==> src/rtl/router_pkg.sv <==
// rtl/router_pkg.sv - shared stream word definitions for router ingress logic
// Contents: word widths, the packed stream word type and the address extractor.
package router_pkg;

  localparam int DATA_WIDTH   = 128;
  localparam int NET_WIDTH    = 4;
  localparam int STREAM_WIDTH = DATA_WIDTH + NET_WIDTH;

  // Destination network address sits in the MSBs, payload below it.
  typedef struct packed {
    logic [NET_WIDTH-1:0]  addr;
    logic [DATA_WIDTH-1:0] data;
  } stream_word_t;

  function automatic logic [NET_WIDTH-1:0] word_addr(input stream_word_t w);
    return w.addr;
  endfunction

endpackage

==> src/rtl/fifo_mem.sv <==
// rtl/fifo_mem.sv - DEPTH x STREAM_WIDTH register array, one write port, async read
// Ports:
//   clk      system clock
//   wr_en    write wr_data into entry wr_ptr at the rising edge
//   wr_ptr   write entry index
//   wr_data  word to store
//   rd_ptr   read entry index
//   rd_data  combinational read of entry rd_ptr
module fifo_mem
  import router_pkg::*;
#(
  parameter int DEPTH = 4,
  parameter int PTR_W = $clog2(DEPTH)
) (
  input  logic               clk,
  input  logic               wr_en,
  input  logic [PTR_W-1:0]   wr_ptr,
  input  stream_word_t       wr_data,
  input  logic [PTR_W-1:0]   rd_ptr,
  output stream_word_t       rd_data
);

  stream_word_t mem_q [DEPTH];
  stream_word_t mem_d [DEPTH];

  always_comb begin
    mem_d = mem_q;
    if (wr_en) begin
      mem_d[wr_ptr] = wr_data;
    end
  end

  // Contents are meaningless until written and the control logic never
  // exposes an unwritten entry, so the array carries no reset.
  always_ff @(posedge clk) begin
    mem_q <= mem_d;
  end

  assign rd_data = mem_q[rd_ptr];

endmodule

==> src/rtl/router_ingress_fifo.sv <==
// rtl/router_ingress_fifo.sv - credit-flow-controlled FWFT ingress buffer for one router stream
// Optional feature macro: ROUTER_INGRESS_HWM_EN (adds hwm_clr input and hwm output).
// Ports:
//   clk         system clock
//   rst_n       synchronous active-low reset
//   hwm_clr     (ROUTER_INGRESS_HWM_EN) clear high-water mark to current count
//   hwm         (ROUTER_INGRESS_HWM_EN) high-water mark of occupancy
//   in_valid    link word present this cycle
//   in_stream   link word
//   credit_ret  one-cycle pulse returning one credit to the link
//   out_valid   head word available
//   out_ready   router consumed the head word this cycle
//   out_stream  head word
//   out_addr    head word destination address
//   count       current occupancy 0..DEPTH
//   ovf_err     sticky overflow flag
module router_ingress_fifo
  import router_pkg::*;
#(
  parameter int DEPTH = 4,
  parameter int PTR_W = $clog2(DEPTH)
) (
  input  logic                    clk,
  input  logic                    rst_n,
`ifdef ROUTER_INGRESS_HWM_EN
  input  logic                    hwm_clr,
  output logic [PTR_W:0]          hwm,
`endif
  input  logic                    in_valid,
  input  logic [STREAM_WIDTH-1:0] in_stream,
  output logic                    credit_ret,
  output logic                    out_valid,
  input  logic                    out_ready,
  output logic [STREAM_WIDTH-1:0] out_stream,
  output logic [NET_WIDTH-1:0]    out_addr,
  output logic [PTR_W:0]          count,
  output logic                    ovf_err
);

  localparam logic [PTR_W:0]   FULL_CNT = (PTR_W+1)'(DEPTH);
  localparam logic [PTR_W:0]   CNT_ONE  = (PTR_W+1)'(1);
  localparam logic [PTR_W-1:0] PTR_ONE  = PTR_W'(1);

  logic [PTR_W:0]   count_q, count_d;
  logic [PTR_W-1:0] wr_ptr_q, wr_ptr_d;
  logic [PTR_W-1:0] rd_ptr_q, rd_ptr_d;
  logic             credit_q, credit_d;
  logic             ovf_q, ovf_d;

  logic             full;
  logic             push;
  logic             pop;
  stream_word_t     head_word;

  assign full      = (count_q == FULL_CNT);
  assign out_valid = (count_q != '0);
  // out_ready is only meaningful while a head word is presented.
  assign pop       = out_valid && out_ready;
  // A full buffer still accepts a word when the head leaves in the same cycle.
  assign push      = in_valid && (!full || pop);

  always_comb begin
    count_d  = count_q;
    wr_ptr_d = wr_ptr_q;
    rd_ptr_d = rd_ptr_q;
    credit_d = pop;
    ovf_d    = ovf_q;

    if (push) begin
      wr_ptr_d = wr_ptr_q + PTR_ONE;
    end
    if (pop) begin
      rd_ptr_d = rd_ptr_q + PTR_ONE;
    end
    if (push && !pop) begin
      count_d = count_q + CNT_ONE;
    end else if (pop && !push) begin
      count_d = count_q - CNT_ONE;
    end
    // Link sent a word without a credit: word dropped, flag latched.
    if (in_valid && !push) begin
      ovf_d = 1'b1;
    end
  end

  always_ff @(posedge clk) begin
    if (!rst_n) begin
      count_q  <= '0;
      wr_ptr_q <= '0;
      rd_ptr_q <= '0;
      credit_q <= 1'b0;
      ovf_q    <= 1'b0;
    end else begin
      count_q  <= count_d;
      wr_ptr_q <= wr_ptr_d;
      rd_ptr_q <= rd_ptr_d;
      credit_q <= credit_d;
      ovf_q    <= ovf_d;
    end
  end

  fifo_mem #(
    .DEPTH (DEPTH),
    .PTR_W (PTR_W)
  ) u_mem (
    .clk     (clk),
    .wr_en   (push),
    .wr_ptr  (wr_ptr_q),
    .wr_data (stream_word_t'(in_stream)),
    .rd_ptr  (rd_ptr_q),
    .rd_data (head_word)
  );

  assign out_stream = head_word;
  assign out_addr   = word_addr(head_word);
  assign count      = count_q;
  assign credit_ret = credit_q;
  assign ovf_err    = ovf_q;

`ifdef ROUTER_INGRESS_HWM_EN
  logic [PTR_W:0] hwm_q, hwm_d;

  always_comb begin
    hwm_d = hwm_q;
    if (hwm_clr) begin
      hwm_d = count_q;
    end else if (count_d > hwm_q) begin
      hwm_d = count_d;
    end
  end

  always_ff @(posedge clk) begin
    if (!rst_n) begin
      hwm_q <= '0;
    end else begin
      hwm_q <= hwm_d;
    end
  end

  assign hwm = hwm_q;
`endif

endmodule

==> config.mk <==
export PLATFORM = sky130hd
export DESIGN_NAME = router_ingress_fifo
export DESIGN_NICKNAME = d
export VERILOG_FILES = /design/src/rtl/router_pkg.sv /design/src/rtl/fifo_mem.sv /design/src/rtl/router_ingress_fifo.sv
export SDC_FILE = /design/constraint.sdc
export NUM_CORES = 1
export LEC_CHECK = 0
export BUFFER_PORTS_ARGS = -buffer_cell sky130_fd_sc_hd__buf_2
export CAP_MARGIN = 5
export CELL_PAD_IN_SITES_DETAIL_PLACEMENT = 1
export CELL_PAD_IN_SITES_GLOBAL_PLACEMENT = 1
export CORE_MARGIN = 8
export CORE_UTILIZATION = 45
export CTS_CLUSTER_DIAMETER = 120
export CTS_CLUSTER_SIZE = 30
export DETAILED_ROUTE_END_ITERATION = 8
export GPL_TIMING_DRIVEN = 0
export HOLD_SLACK_MARGIN = 0.1
export PLACE_DENSITY = 0.83
export SLEW_MARGIN = 10
export SYNTH_ARGS = -nofsm -noshare
export SYNTH_HDL_FRONTEND = slang
export SYNTH_SLANG_ARGS = --single-unit
==> constraint.sdc <==
create_clock -name clk -period 4.5 [get_ports clk]
set_input_delay 0.225 -clock clk [delete_from_list [all_inputs] [get_ports clk]]
set_output_delay 0.225 -clock clk [all_outputs]
set_load 0.005 [all_outputs]
* Word level (Yosys, flattened, before mapping)
Index checks and enable logic that the tools add are counted. Widths: inputs -> output; s select.
Cells by class: muxes and demuxes 8, reductions and logical operators 12, add/subtract/negate cells 4, eq/ne operators 1, bitwise gates (word level) 2, order comparisons 3
Operators with widths (number):
- $bwmux 528 | 1
- $mux 132 | 3
- $bmux 132 s2 | 1
- $demux 132 s2 | 1
- $ge 3x3->1 const B | 2
- $logic_and 1x1->1 | 6
- $mux 3 | 2
- $not 2->3 | 2
- $add 2x1->2 const B | 2
- $add 3x1->3 const B | 1
- $eq 3x3->1 const B | 1
- $logic_not 1->1 | 3
- $lt 3x1->1 const B | 1
- $reduce_bool 3->1 | 1
- $sub 3x1->3 const B | 1
- $reduce_bool 2->1 | 1
- $logic_or 1x1->1 | 1
Word-level totals: word-level logic and storage cells 43, flip-flop bits (word level) 537, input port bits 136, output and inout bits 142

* Depth between registers and ports, before layout
Gate-level depths: netlist (run 1).
depth after elaboration 8, depth in mapped cells 9, mapped depth without buffers 8

* Modules after synthesis
From an unflattened synthesis (run 1), not the netlist that was laid out.
Second synthesis, totals: cells, all modules 737, area, all modules 19512.5 um^2
By module, submodules not included:
- fifo_mem | area each 19065.8 um^2, seq. area each 15855.2 um^2, cells an instance 694, times used 1
- router_ingress_fifo | area each 446.7 um^2, seq. area each 180.2 um^2, cells an instance 43, times used 1

* Worst setup path after synthesis (run 1)
OpenSTA, ideal clock, no wires.
path type register to register, start point reg count_q[0], in the netlist count[0], end point reg u_mem.mem_q[0] (netlist bit), enable pin, path slack 121 ps, clock period less this slack 4379 ps, stages on the path, launching flop included 5, setup time 507 ps, data required time 3993 ps, path buffers 1, arrival 3872 ps, path through dfxtp_1 nor4b_1 nor2b_1 buf_2 and2_1
Between the ends: longest elaborated chain between the ends 4, elaborated cells between the ends (all ways) 6, those cells by class eq/ne: 1; reduce/logical: 5
Ends and longest elaborated chain:
- start: declaration | line router_ingress_fifo.sv:44 | logic [PTR_W:0] count_q, count_d;
- start signal: assignment | line router_ingress_fifo.sv:94 | count_q <= count_d;
- $eq 3x3->1 / $reduce_bool 3->1 (equally long branches) | line router_ingress_fifo.sv:55, router_ingress_fifo.sv:56
- $logic_not 1->1 / $logic_and 1x1->1 (equally long branches) | line router_ingress_fifo.sv:60, router_ingress_fifo.sv:58
- $logic_or 1x1->1 (*) | line router_ingress_fifo.sv:60 | assign push = in_valid && (!full || pop);
- $logic_and 1x1->1 (*) | line router_ingress_fifo.sv:60
- named net push | line router_ingress_fifo.sv:51 | logic push;
- end signal: assignment | line fifo_mem.sv:36 | mem_q <= mem_d;
- end: declaration | line fifo_mem.sv:23 | stream_word_t mem_q [DEPTH];
Mark *: on every way through the listed nets, which the timed path passes. The rest lies on a longest branch. A chain may end at the register's enable or synchronous reset.

* Final worst setup path (run 1)
start point reg rd_ptr_q[1], end point out out_stream[64]
Between the ends: longest elaborated chain between the ends 4
Ends and longest elaborated chain:
- start: declaration | line router_ingress_fifo.sv:46 | logic [PTR_W-1:0] rd_ptr_q, rd_ptr_d;
- start signal: assignment | line router_ingress_fifo.sv:96 | rd_ptr_q <= rd_ptr_d;
- $not 2->3 (implied by the code) | line fifo_mem.sv:39 | assign rd_data = mem_q[rd_ptr];
- $bmux 132 s2 | line fifo_mem.sv:39
- $mux 132 (implied by the code) (2 in a row) | line fifo_mem.sv:39
- end: declaration | line router_ingress_fifo.sv:34 | output logic [STREAM_WIDTH-1:0] out_stream,
Every way passes these cells. The select of a mux whose other input is x is not followed.

==> flow_results.org, run 1 <==
** Finish
- From synthesis to final layout, the design area changed by 22.1%.
- Proportion of layout cells with a drive suffix above 1 :: around 40%
- Core Util, Final :: between 50% and 60%
- Total Nets Final :: between 1000 and 1500
- The finished layout holds about 1800 standard cells, fillers aside.

** Synth
- Synth top area share :: between 80% and 90%
- By count the netlist is led by edfxtp_1 (528), mux4_2 (132), buf_2 (17), dfxtp_1 (9), buf_6 (8).
- The number of nets in the synthesized netlist is 886.
- Dividing the synthesized area by the synthesized cell count gives about 26 sq um.
- Sequential elements use between 80% and 90% of the synthesized area.
- In the synthesized netlist the dominant register cell turns out to be edfxtp_1.
- After synthesis the cells add up to approximately 20000 sq um.
- Counting flops and latches in the post-synthesis netlist gives around 540.
- Sorting the synthesized cells by area gives the leading types as edfxtp_1 (81%), mux4_2 (15%), dfxtp_1 (0.92%).
- Leading cell type by number of instances after synthesis :: edfxtp_1
- The synthesized design contains 528 enable-type register cells.
- The biggest area contributor in the post-synthesis netlist is edfxtp_1.
- Warnings from Yosys :: 0
- In the synthesized netlist, the number of instances is 744.
- In this run, distinct cell masters in the synthesized netlist total 24.
- Counting flops with an async set or reset pin after synthesis yields a share of 0%.

** Global route
- Number of global-route vias before repair :: between 10000 and 15000
- After global routing the overflow that remains totals 0.
- The first global-routing pass estimated between 60 and 70 mm of wire.
- Overall track demand over capacity in global routing :: ~18%
- Entering global routing, the biggest net connects between 50 and 60 pins.
- The number of antenna violations at the first check in global routing is 2.

** Routing
- For this block, the initial DRC count from the detailed router was 640.
- Via count :: 9385
- Vias per std cell :: about 5.3
- In this run the remaining antenna-violating nets after routing total 0.
- The first detailed-routing pass ran for 5 iterations.
- Routed wire per std cell :: 25.7 um
- After detailed routing, the number of remaining DRC violations is 0.
- Wires add up to roughly 46 mm.

** Floorplanning
- The floorplan step defined a core boundary enclosing ~43000 sq um.
- Initial core utilization :: ~45%
- Overall die width :: about 220 um
- Core Rows :: 76
- The die covers approximately 50000 sq um.
- The die is ~220 um tall.
- Pin placement for this block handled roughly 280 I/O pins.

** Job
- Count of max-cap constraint violations :: 0

** Worst setup path
- Setup Crit Path Kind :: flop to output pin
- The most critical setup path has its startpoint at rd_ptr_q[1].
- For the worst flop-to-flop path, the logic depth is 9.
- Capturing point of the worst reg2reg path :: count[2]
- For the worst setup path, the data arrival time is between 2 and 3 ns.
- Of all nets on the critical path, the largest fanout is 10.
- STA classifies the critical path startpoint as a flop.
- Critical Path Sink Type :: output pin
- Source of the worst register-to-register timing path :: count[0]
- Register-to-register setup slack :: ~1.8 ns
- Data on the critical path is required at its endpoint by about 4.3 ns.
- In this run the worst setup path terminates at out_stream[64].

** STA
- Crit path time final :: about 2.7 ns
- Final setup violation count :: 0
- For this run, the top clock speed supported by timing is about 370 MHz.
- At the pin with the least slew margin, the transition time is around 0.7 ns.
- Number of failing hold endpoints at the final stage :: 0
- In this run the tightest slew margin relative to its limit is between 50% and 60%.
- Worst clock skew :: about 0.026 ns
- Tcrit/Tclk final :: roughly 61%
- Setup repair after global routing left no endpoint under its margin.
- Final Max Slew Viols :: 0

** CTS
- Number of clock buffers inserted by TritonCTS :: 21
- Clock-pin transition on the worst setup and hold timing paths :: 0.11 ns
- CTS root buffer :: clkbuf_16
- TritonCTS built the clock tree.
- Depth of the CTS H-tree :: 1
- Number of buffers between clock root and the deepest sink :: 3
- At the later pin of the worst-skew pair, clock insertion delay measures around 0.56 ns.
- Number of post-CTS setup repair buffers :: 0
- Clock sink total :: ~540

** Pwr
- Power per Cell Area :: 473 nW/um^2
- For this design the static power due to leakage is roughly 8 nW.
- Across the VDD grid, the largest voltage drop is approximately 0.46 mV.
- Per report_power, the combinational group accounts for 26.3% of the total.
- Clock power share :: 20.2%
- For this design the total switching power over the nets is ~0.0030 W.
- Sequential cells account for roughly 54% of the total power.
- Cell internal power was estimated by the tool at roughly 0.0083 W.
- Net switching is 26.5% of the power.

** Place
- Count of buffers from port buffering :: about 280
- At the end of routability-driven placement, the weighted congestion stood at between 0.6 and 0.7.
- Detailed placement finished with a half-perimeter wire length of between 20 and 30 mm.
- Including well taps, the total number of placed cells is 1616.

** Min path
- Class of the most critical hold timing path :: input port to flop
- Cells on Worst Hold Path :: 4

** Run status
- Outcome :: finished, final reports clean
[sequential cells by signal, indices dropped and copies added, names as in the netlist]
name and flops:
credit_ret 1, count 3, wr_ptr_q 2, rd_ptr_q 2, u_mem.mem_q 528, ovf_err 1
[critical path, stage by stage, from the launching register on]
cell and delay, ns:
dfxtp_1 0.32, buf_2 0.29, buf_2 0.39, buf_2 0.39, mux4_2 0.38, buf_2 0.16
[power groups by stage]
stage | combinational, W | sequential (W) | clock [W]
final | 0.00297 | 0.00604 | 0.00227
after global routing | 0.00321 | 0.00607 | 0.00246
after CTS | 0.00303 | 0.00604 | 0.00233
after detailed placement | 0.00291 | 0.00616 | 0
after global placement | 0.00276 | 0.00622 | 0
after floorplan | 0.00165 | 0.00616 | 0
[repair_timing]
| action | in CTS | in global routing |
|---|---|---|
| gates resized for setup | 0 | 0 |
| hold endpoints to repair | 530 | 0 |
| hold buffers | 136 | 0 |
[placed cells by master, fill, tap and decap left out, drive strengths merged]
master	netlist	final
clkinv	0	1
dlygate4sd3	0	136
o311ai	1	1
buf	30	317
ha	5	5
xor2	1	1
o21ai	1	1
and3	1	1
mux2i	3	3
clkbuf	6	35
fa	1	1
a21boi	1	1
nor2b	3	3
dfxtp	9	9
xnor2	3	3
inv	3	3
and2	7	7
nor4b	1	1
or3	2	2
o31ai	1	1
edfxtp	528	528
nand2	4	4
mux4	132	132
diode	0	3
a21oi	1	1
[through the flow]
stage	TNS (ns)	hold slack (ns)	area, sq um	setup slack, ns	total power (W)
floorplan	0	0.324	19500	0.121	0.00781
global placement	-1323.74	0.435	21700	-2.56	0.00898
detailed placement	0	0.440	21900	2.11	0.00906
CTS	0	0.115	23900	1.66	0.0114
global route	0	0.154	23900	1.61	0.0117
finish	0	0.157	23900	1.77	0.0113
[worst min-delay path by stage]
stage	start	to
6_report	out_ready	rd_ptr_q[1]
5_1_grt	out_ready	rd_ptr_q[1]
4_1_cts	out_ready	rd_ptr_q[1]
3_5_place_dp	in_stream[37]	u_mem.mem_q[433]
3_3_place_gp	in_stream[37]	u_mem.mem_q[433]
2_1_floorplan	in_stream[0]	u_mem.mem_q[0]
[logic make-up after synthesis]
logic type	Yosys count	share of synthesized area [%]
AO/OA/AOI/OAI	5	0.173
XOR/XNOR	4	0.179
adder cells (fa/ha/maj)	6	0.423
buffers and inverters	39	1.26
flip-flops	537	82.1
multiplexers	135	15.4
AND/OR/NAND/NOR	18	0.538
[cell type report]
cell class,instances,area (sq um)
diodes,3,7.51
plain buffers,36,235
clock buffers,29,556
clock inverters,1,5.00
fillers,3783,19100
inverters,3,11.3
multi-input cells,168,3270
flip-flops and latches,537,16000
well taps,585,732
repair buffers,423,3010
[routing by layer]
layer,GRT usage (%),routed length (um),up-vias
li1,-,-,4067
met3,2.93,2240,53
met5,0,0,-
met1,21.8,17900,5013
met4,4.56,962,0
met2,32.6,24800,252
Power figures use the tool's default switching activity.
==> run 2: changes to the inputs <==
- ABC_AREA: not set -> 1
- CORE_UTILIZATION: 45 -> 43
- PLACE_DENSITY: 0.83 -> 0.84
- clock period: 4.5 -> 2.5 ns (I/O delays scaled with it)
==> flow_results.org, run 2 <==
** Min path
- For hold timing, the worst endpoint is u_mem.mem_q[240].
- In this run the most critical hold path is launched from in_stream[108].
- The worst hold path belongs to the class input port to flop.
- The number of cells on the worst hold path was 2 (-2).

** Routing
- Routed wire per std cell :: 25.2 um (-2.2%)
- The count of unresolved DRC violations after routing is 0 (unchanged).
- The count of TritonRoute iterations in the first routing pass was 5 (unchanged).
- Wire length on met3 :: 4.06 mm (+81%)
- Via count :: 13500 (+44%)
- Vias per std cell :: 5.56 (+5.7%)
- Routed WL :: 61.2 mm (+33%)
- The residual antenna-violating net count after detailed routing came to 0 (unchanged).
- Routed signal wires occupy layers up through met4.
- The DRC marker count from the first detailed-route iteration is 992 (+55%).
- The detailed-route wire length on metal 1 came to 23.2 mm (+29%).
- The met2 wire length was 32.6 mm (+32%).

** Global route
- Wire length of the first global-routing pass :: 90.9 mm (+34%)
- Largest net degree at the start of global routing :: 32 (-38%)
- Antenna violations before repair :: 4 (+2)
- Overall track demand over capacity in global routing :: 22.0% (+4.2 points)
- The residual overflow from global routing came to 0 (unchanged).
- The via count of the first global-routing pass was 14900 (+41%).

** CTS
- The tree is rooted in a clkbuf_16.
- Number of buffers between clock root and the deepest sink :: 3 (unchanged)
- The clock latency on the worst-skew pair is 0.58 ns (+0.02 ns).
- Depth of the CTS H-tree :: 1 (unchanged)
- The post-CTS repair timing setup buffer count is 0 (unchanged).
- TritonCTS built the clock tree.
- The clock sink total came to 537 (unchanged).
- The clock-pin slew reported for the worst setup and hold paths after clock tree synthesis came to 0.11 ns (about the same).
- Number of clock buffers inserted by TritonCTS :: 21 (unchanged)

** Synth
- The cell area after technology mapping was 20100 sq um (+2.9%).
- Synth area leader :: edfxtp_1
- Ranked by instance count, the synthesized netlist is headed by edfxtp_1 (528), nor2_1 (277), o21ai_0 (155), o22ai_1 (132), o21ai_1 (110).
- The count of yosys warnings during synthesis came to 0 (unchanged).
- The proportion of synthesized chip area in sequential cells was 79.8% (-2.3 points).
- By area the synthesized netlist is led by edfxtp_1 (79%), nor2_1 (5.2%), o22ai_1 (4.1%).
- The most used flip-flop cell after synthesis is edfxtp_1.
- The number of enable flip-flop cells after synthesis came to 528 (unchanged).
- The proportion of register bits with asynchronous set or reset after synthesis was 0% (unchanged).
- Leading cell type by number of instances after synthesis :: edfxtp_1
- Syn avg cell area :: 14.9 sq um (-43%)
- Synth top area share :: 78.9% (-2.3 points)
- The number of unique standard cell types used by synthesis came to 22 (-8.3%).
- The count of state elements after synthesis is 537 (unchanged).
- The count of mapped cells out of synthesis was 1352 (+82%).
- Post-Synthesis Net Count :: 1494 (+69%)

** Floorplanning
- Die footprint :: 53900 sq um (+7.1%)
- Number of top-level pins :: 278 (unchanged)
- Core Rows :: 79 (+3.9%)
- The x dimension of the die was 232 um (+3.5%).
- Initial core utilization :: 43.4% (-2.1 points)
- The height of the chip came to 232 um (+3.5%).
- The area of the core came to 46400 sq um (+7.9%).

** Finish
- The sequential cell area in the final layout was 16000 sq um (about the same).
- The area used by multi-input combinational logic was 3460 sq um (+5.9%).
- Most frequent cells in the layout :: edfxtp_1 (528), buf_2 (295), nor2_1 (272), o21ai_0 (155), dlygate4sd3_1 (137)
- Total Nets Final :: 1955 (+47%)
- Leaving out fill and tap cells, the most frequent cell in the layout is edfxtp_1.
- Largest reg by FF count :: u_mem.mem_q
- The post-route cell area came to 24900 sq um (+4.2%).
- The fraction of final layout cells with drive strength greater than 1 is 22.9% (-17 points).
- Compared with the post-synthesis result, the final layout area differs by 23.7%.
- The flip-flop count of the largest register, all copies and words added is 528 (unchanged).
- The number of filler instances in the final layout came to 4568 (+21%).

** Place
- DP Worst Slack :: 0.128 ns (-1.99 ns)
- Total half-perimeter wirelength after legalization and detailed placement :: 39.3 mm (+36%)
- Count of buffers from port buffering :: 277 (unchanged)
- The final weighted congestion in routability-driven placement is 0.761 (+9.6%).
- The standard cell area after detailed placement came to 22900 sq um (+4.3%).

** Worst setup path
- The worst setup path is launched from a flop.
- The critical path in this run is classified as flop to output pin.
- Capturing point of the worst reg2reg path :: u_mem.mem_q[472]
- The worst-case reg-to-reg path depth is 7 (-2).
- Required time of the critical path :: 2.38 ns (-1.90 ns)
- The worst register-to-register path begins at count[1].
- The setup slack of the most critical reg-to-reg path was 0.16 ns (-1.67 ns).
- The maximum fanout encountered on the critical timing path is 10 (unchanged).
- The arrival time at the worst endpoint was 2.28 ns (-0.22 ns).
- Critical Path Sink Type :: output pin

** STA
- Actual transition at the worst max-transition pin :: 0.853 ns (+0.145 ns)
- The total count of max-transition violations in the final report is 0 (unchanged).
- The accumulated negative setup slack is 0 ns (unchanged).
- Fmax :: around 420 MHz
- Min Hold Slack :: 0.289 ns (+0.132 ns)
- Tcrit/Tclk final :: a little over nine tenths
- Unrepaired setup endpoints after global routing :: true
- The setup skew after layout came to 0.0323 ns (+0.00680 ns).
- Final setup violation count :: 0 (unchanged)
- Minimum setup slack in the final design :: 0.0965 ns (-1.67 ns)
- The number of failing hold endpoints at the final stage was 0 (unchanged).
- The worst slew margin relative to its limit is 43.0% (-9.8 points).
- Crit path time final :: approximately 2.4 ns

** Run status
- Outcome :: finished, final reports clean

** Pwr
- IR drop worst, VDD :: 0.959 mV (+110%)
- The static power due to leakage was 8.75 nW (+9.8%).
- The areal power density over the cells is 872 nW/um^2 (+84%).

** Job
- The total of max-cap violations came to 0 (unchanged).
-- run 2: cell types whose count changed in the layout (fill, tap and decap cells not counted), moves of 5 or more --
cell / before / now
buf_6: 8 / 28
buf_12: 2 / 16
o22ai_1: 0 / 132
o21ai_0: 1 / 155
o21ai_1: 0 / 110
inv_1: 3 / 15
nand3_1: 0 / 5
nor2_4: 0 / 5
nand2_1: 4 / 13
nor2_1: 0 / 272
mux4_2: 132 / 0
clkbuf_2: 0 / 22
-- run 2: how the worst max path moves through the flow --
stage,to,cells past startpoint,from,slack [ns]
floorplan,u_mem.mem_q[0],4,count[0],-0.50
global placement,u_mem.mem_q[75],4,count[1],-2.13
detailed placement,u_mem.mem_q[349],6,wr_ptr_q[0],0.13
CTS,out_stream[21],6,rd_ptr_q[1],0.02
global route,out_stream[129],5,rd_ptr_q[0],-0.03
finish,out_stream[107],7,rd_ptr_q[0],0.1
-- run 2: power breakdown --
part,internal [W],switching (W),total (W)
registers,0.0107,0.000230,0.0109
logic,0.00242,0.00418,0.00660
clock network,0.00158,0.00260,0.00419
total,0.0147,0.00702,0.0217
-- run 2: cell type report --
type                    instances  share of cell area, %
clock inverters                 2                 0.0554
inverters                      17                  0.267
flip-flops and latches        537                   64.5
plain buffers                  91                   2.60
well taps                     607                   3.05
multi-input cells             707                   13.9
clock buffers                  28                   2.22
repair buffers                438                   13.3
diodes                          6                 0.0604
-- run 2: cell families (layout without fill, tap and decap cells) --
logic type	after synthesis	count (layout)	share of synthesized area, %
flip-flops	537	537	79.8
AO/OA/AOI/OAI	402	402	10.8
AND/OR/NAND/NOR	298	298	5.61
buffers and inverters	108	576	3.33
adder cells (fa/ha/maj)	6	6	0.411
XOR/XNOR	1	1	0.0436
other	0	6	0
-- run 2: repair_timing --
item	in CTS	in global routing
hold endpoints to repair	547	0
pin swaps	0	0
gates resized for setup	17	14
setup endpoints to repair	134	14
hold buffers	137	0
-- run 2: critical path: stages, from the launching register on --
cell and delay, ns:
dfxtp_4 0.41, buf_6 0.18, inv_4 0.09, buf_6 0.18
buf_2 0.29, nor2_1 0.08, o22ai_1 0.29, buf_2 0.19
-- run 2: routing by layer --
metal  vias to the layer above  track usage, %
li1                       5997               -
met1                      7007            25.6
met2                       442            40.6
met3                        81            4.54
met4                         0            5.72
met5                         -               0
-- run 2: per-stage QoR --
step / power [W] / cells / util (%)
2_1_floorplan: 0.0142 / 1352 / -
3_3_place_gp: 0.0170 / 2236 / 48.1
3_5_place_dp: 0.0175 / 2260 / 49.3
4_1_cts: 0.0217 / 2427 / 53.6
5_1_grt: 0.0226 / 2431 / 53.6
6_report: 0.0217 / 2433 / 53.6
